File: src/rtl/dkong_audio_out.sv
// dkong_audio_out
//
// Audio output stage behind the game core's 8-bit sound mixer/limiter.
// The offset-binary mixer sample is box-decimated by DIV, passed through a
// one-pole low-pass, scaled by a 2-bit power-of-two gain with saturation,
// and delivered as a signed 16-bit PCM word with a one-cycle valid strobe.
//
// Optional build macro: AUDIO_DC_BLOCK_EN
//   When defined, a one-pole high-pass (DC block) sits between the low-pass
//   and the gain stage, adding one pipeline cycle of latency.
//
// Parameters
//   DIV        decimation ratio, power of 2, 2..1024
//   LOG2_DIV   log2(DIV), must match DIV
//   IIR_SHIFT  low-pass coefficient 2^-IIR_SHIFT, 0..6 (0 = bypass)
//   HP_SHIFT   DC-block coefficient 2^-HP_SHIFT (AUDIO_DC_BLOCK_EN only)
//
// Ports
//   W_CLK_12288M  in   1   system clock, rising edge
//   W_RESETn      in   1   asynchronous active-low reset
//   I_SND_DAT     in   8   mixer sample, offset binary, 0x80 = silence
//   I_MUTE        in   1   force input to silence
//   I_VOL         in   2   gain shift (x1/x2/x4/x8), sampled on the output edge
//   I_OVF_CLR     in   1   clears O_OVF (a simultaneous set wins)
//   O_PCM         out  16  signed PCM sample, held between strobes
//   O_PCM_VLD     out  1   one-cycle strobe, O_PCM updated
//   O_OVF         out  1   sticky flag, gain stage saturated

module dkong_audio_out #(
   parameter int DIV       = 256,
   parameter int LOG2_DIV  = 8,
   parameter int IIR_SHIFT = 2,
   parameter int HP_SHIFT  = 10
) (
   input  logic        W_CLK_12288M,
   input  logic        W_RESETn,
   input  logic [7:0]  I_SND_DAT,
   input  logic        I_MUTE,
   input  logic [1:0]  I_VOL,
   input  logic        I_OVF_CLR,
   output logic [15:0] O_PCM,
   output logic        O_PCM_VLD,
   output logic        O_OVF
);

   localparam int AW = 9 + LOG2_DIV;
   localparam logic [LOG2_DIV-1:0] CNT_LAST = LOG2_DIV'(DIV - 1);

   // decimator
   logic [LOG2_DIV-1:0]   cnt;
   logic signed [8:0]     s;
   logic signed [AW-1:0]  acc;
   logic signed [AW-1:0]  acc_sum;
   logic                  cnt_last;
   logic signed [8:0]     m;
   logic                  stb_m;

   // low-pass
   logic signed [15:0]    x;
   logic signed [15:0]    y;
   logic signed [16:0]    diff;
   logic signed [16:0]    step;
   logic signed [15:0]    y_next;
   logic                  stb_y;

   // gain stage
   logic signed [15:0]    g_src;
   logic                  stb_g;
   logic signed [18:0]    g;
   logic                  sat_hi;
   logic                  sat_lo;
   logic [15:0]           pcm_next;

   always_comb begin
      s        = I_MUTE ? 9'sd0 : $signed({1'b0, I_SND_DAT} - 9'd128);
      acc_sum  = acc + {{LOG2_DIV{s[8]}}, s};
      cnt_last = (cnt == CNT_LAST);
   end

   // The top 9 bits of the period sum are the floor of sum / DIV.
   always_ff @(posedge W_CLK_12288M or negedge W_RESETn) begin
      if (!W_RESETn) begin
         cnt   <= '0;
         acc   <= '0;
         m     <= '0;
         stb_m <= 1'b0;
      end else begin
         cnt   <= cnt + 1'b1;
         stb_m <= cnt_last;
         if (cnt_last) begin
            m   <= acc_sum[AW-1:LOG2_DIV];
            acc <= '0;
         end else begin
            acc <= acc_sum;
         end
      end
   end

   // y moves a 2^-IIR_SHIFT fraction toward x; |x - y| always fits 17 bits
   // and y stays between old y and x, so the 16-bit result never wraps.
   always_comb begin
      x      = {m, 7'b0};
      diff   = {x[15], x} - {y[15], y};
      step   = diff >>> IIR_SHIFT;
      y_next = 16'(y + step);
   end

   always_ff @(posedge W_CLK_12288M or negedge W_RESETn) begin
      if (!W_RESETn) begin
         y     <= '0;
         stb_y <= 1'b0;
      end else begin
         stb_y <= stb_m;
         if (stb_m) begin
            y <= y_next;
         end
      end
   end

`ifdef AUDIO_DC_BLOCK_EN
   localparam int ZW = 16 + HP_SHIFT;

   // z tracks the DC level scaled by 2^HP_SHIFT; h is y with that level removed.
   logic signed [ZW-1:0]  z;
   logic signed [15:0]    zh;
   logic signed [16:0]    hd;
   logic signed [15:0]    h;
   logic signed [15:0]    h_next;
   logic                  stb_h;

   always_comb begin
      zh = z[ZW-1:HP_SHIFT];
      hd = {y[15], y} - {zh[15], zh};
      if (hd[16] != hd[15]) begin
         h_next = hd[16] ? 16'sh8000 : 16'sh7FFF;
      end else begin
         h_next = hd[15:0];
      end
   end

   always_ff @(posedge W_CLK_12288M or negedge W_RESETn) begin
      if (!W_RESETn) begin
         z     <= '0;
         h     <= '0;
         stb_h <= 1'b0;
      end else begin
         stb_h <= stb_y;
         if (stb_y) begin
            z <= ZW'(z + hd);
            h <= h_next;
         end
      end
   end

   always_comb begin
      g_src = h;
      stb_g = stb_h;
   end
`else
   always_comb begin
      g_src = y;
      stb_g = stb_y;
   end
`endif

   // Gain in 19 bits: x8 of a full-scale 16-bit value needs 3 guard bits.
   always_comb begin
      g        = {{3{g_src[15]}}, g_src} << I_VOL;
      sat_hi   = !g[18] && (|g[17:15]);
      sat_lo   = g[18] && !(&g[17:15]);
      pcm_next = sat_hi ? 16'h7FFF : (sat_lo ? 16'h8000 : g[15:0]);
   end

   always_ff @(posedge W_CLK_12288M or negedge W_RESETn) begin
      if (!W_RESETn) begin
         O_PCM     <= '0;
         O_PCM_VLD <= 1'b0;
         O_OVF     <= 1'b0;
      end else begin
         O_PCM_VLD <= stb_g;
         if (stb_g) begin
            O_PCM <= pcm_next;
         end
         if (stb_g && (sat_hi || sat_lo)) begin
            O_OVF <= 1'b1;
         end else if (I_OVF_CLR) begin
            O_OVF <= 1'b0;
         end
      end
   end

endmodule

File: config.mk
export PLATFORM = sky130hd
export DESIGN_NAME = dkong_audio_out
export DESIGN_NICKNAME = d
export VERILOG_FILES = /design/src/rtl/dkong_audio_out.sv
export SDC_FILE = /design/constraint.sdc
export NUM_CORES = 1
export LEC_CHECK = 0
export BUFFER_PORTS_ARGS = -buffer_cell sky130_fd_sc_hd__buf_2
export CAP_MARGIN = 40
export CORE_MARGIN = 3
export CORE_UTILIZATION = 45
export DETAILED_ROUTE_END_ITERATION = 8
export PLACE_DENSITY = 0.58
export SYNTH_ARGS = -nofsm -noshare
export SYNTH_HDL_FRONTEND = slang
export SYNTH_SLANG_ARGS = --single-unit
File: constraint.sdc
create_clock -name W_CLK_12288M -period 4.41 [get_ports W_CLK_12288M]
set_clock_uncertainty 0.15 [all_clocks]
set_input_delay 0.441 -clock W_CLK_12288M [delete_from_list [all_inputs] [get_ports W_CLK_12288M]]
set_output_delay 0.441 -clock W_CLK_12288M [all_outputs]
set_load 0.03 [all_outputs]
==> impl_metrics.ini <==
[outcome]
status = complete, but fails checks
violations = hold timing

[grt]
grt_usage = 0.184
grt_pass1_wl_um = 17400
antenna_found_initial = 0
grt_max_degree = 39
grt_pass1_vias = 3691
overflow = 0

[synthesis]
syn-cell-area_mm2 = 0.00482
syn_inst = 526
seq_area_frac_synth = 0.363
async_flop_share = 1.00
yosysUniqueCellTypes = 61
synthTopCellsByCount = dfrtp_1, a21oi_1, nor2_1
synth.top_cells.by_area = dfrtp_1, ha_1, a21oi_1
synth_top_flop_cell = dfrtp_1
synth_top_area_share = 0.363
synth_warnings = 0
ys_ff_latch = 70
synth_enable_flop_cells = 0
post-synth-top-count-cell = dfrtp_1
syn_avg_cell_area_um2 = 9.17
yosysTopAreaCell = dfrtp_1
synth_nets = 584

[final_layout]
diodes = 0
final_nets = 616
area_delta_synth_final_pct = 11.2
layout-drive-gt1-share = 0.124

[floorplan]
die-area_mm2 = 0.0120
core_area_mm2 = 0.0104
io_pins = 32
rows = 37
die_h_um = 110
die_w_um = 110
start_util = 0.465

[clocking]
cts.sinks = 70
cts_buffers = 9
clock-root-buffer = clkbuf_8
htreeDepth = 3
postCtsHoldBufs = 0
post_cts_buffers = 0
clk_pin_slew_ps = 80
cts-resized-gates = 0
clkLatencyLatePin_ps = 360
cts_tree = built
clock_path_buffers = 2

[detailed_routing]
vias_per_cell = 5.52
routedWlPerCell_um = 14.4
drc = 0
drt_pass1_iterations = 4
ant_nets = 0
finalWirelength_um = 10100
first_iter_violations = 113
vias = 3861

[setup_path]
required_ps = 4540
critical_path.top_delay_family = compound AO/OA/AOI/OAI gates
cp-start-kind = flop
cpPeakStageDelay_ps = 440
reg2reg_from = g_src[8]
startpoint = g_src[8]
critPathKind = flop to flop
cp_max_fo = 4
end_kind = flop
arrival_ps = 3780
crit_path_cell_trace = inv_1 -> ha_1 -> a21o_1 -> a2111oi_2 -> a211oi_1 -> o21a_1 -> nor2_1 -> xnor2_1 -> ha_1 -> a21oi_1 -> o211ai_1 -> a21oi_1 -> o21ai_0 -> mux2i_1 -> xnor2_1
worstPathBufferInverterCount = 1
worst_path_max_delay_cell = a2111oi_2

[sta]
timing.final.crit_share = 0.829
setup_viol = 0
final.setup.tns_ps = 0
rsz0062_at_grt = false
maxClockFrequency_mhz = 273
tightestPinTransition_ps = 749
slew_viol_final = 0
final_hold_viol_count = 3
whs_ps = -3.93
post-route-min-period_ps = 3660
relSlewSlack = 0.501

[flow_run]
maxCapViolations = 0

[pwr]
power_leakage_uw = 0.00244
ir_drop_mv = 0.250
power_density_mw_per_mm2 = 367

[placed_design]
dp_hpwl_um = 7630
io_buffers = 31
finalWeightedCongestion = 0.803

[hold_path]
hold_path.class = primary input to asynchronous set/reset pin
-- flip-flops by register name, indices dropped and copies added, names as in the netlist --
name	count
g_src	16
O_PCM_VLD	1
stb_g	1
acc	17
O_PCM	16
O_OVF	1
m	9
stb_m	1
cnt	8
-- logic make-up after synthesis --
kind of cell / after synthesis / synth area share
compound gates: 160 / 0.213
simple gates: 148 / 0.147
flops: 70 / 0.363
fa+ha+maj: 44 / 0.117
buf+inv: 42 / 0.0340
xor+xnor: 37 / 0.0672
mux: 25 / 0.0589
-- worst register-to-register path: stages, from the launching register on --
cell and delay, ps:
dfrtp_1 410, inv_1 80, ha_1 320, a21o_1 190
a2111oi_2 440, a211oi_1 180, o21a_1 210, nor2_1 110
xnor2_1 160, ha_1 280, a21oi_1 320, o211ai_1 160
a21oi_1 160, o21ai_0 90, mux2i_1 180, xnor2_1 130
-- metrics by stage --
stage	power, uW	setup WS (ps)	cells	utilization	instance area, um2
2_1_floorplan	1260	1040	526	-	4820
3_3_place_gp	1370	845	681	0.493	5120
3_5_place_dp	1390	772	683	0.496	5140
4_1_cts	1990	753	699	0.517	5360
5_1_grt	2120	415	699	0.517	5360
6_report	1970	753	699	0.517	5360
-- cell type report --
| class | count | area (um2) |
|---|---|---|
| sequential | 70 | 1750 |
| tap | 136 | 170 |
| clock inverter | 6 | 85.1 |
| timing repair buffer | 38 | 215 |
| inverter | 25 | 93.8 |
| multi-input combinational | 414 | 2910 |
| clock buffer | 10 | 138 |
| fill | 999 | 5010 |
-- power breakdown --
group          internal, uW  switching [uW]  leakage [uW]  total (uW)
Clock                   332             253      0.000108         584
Combinational           264             362       0.00153         627
Sequential              726            29.9      0.000802         756
-- cells in the final DEF (no fill, tap or decap), types with 3 or more instances in the layout --
cell type and n:
nand2_1 37, o211ai_1 3, o21ai_0 23, and2_1 6, nand3_1 12, ha_1 42
nor2b_1 11, clkbuf_8 10, buf_2 31, o21bai_1 3, or3_1 3, inv_1 24
nor2_1 51, a21o_1 13, a311oi_1 3, xor2_1 17, o31ai_1 5, nor3_1 9
mux2_2 7, buf_4 6, a21oi_1 54, o22ai_1 5, a211oi_1 9, a31oi_1 13
o21a_1 9, nand2b_1 5, mux2i_1 16, dfrtp_1 70, xnor2_1 20
-- path summary, 6_finish.rpt --
path / to / cells past startpoint / slack (ps)
setup / recovery: g_src[15] / 15 / 750
hold / removal: O_PCM[5] / 1 / -4
setup reg to reg: g_src[15] / 15 / 750
hold reg to reg: cnt[0] / 1 / 330
max in group asynchronous: acc[15] / 2 / 3140
min in group W_CLK_12288M: O_OVF / 2 / 130
-- routing by layer --
layer	wire length, um	share of wire	global-route usage	vias up
met5	0	0	0	-
met4	187	0.019	0.0775	0
met2	5050	0.50	0.322	61
met1	4570	0.45	0.226	1808
met3	296	0.029	0.0264	12
li1	-	-	-	1980
(Power assumes the default switching activity.)
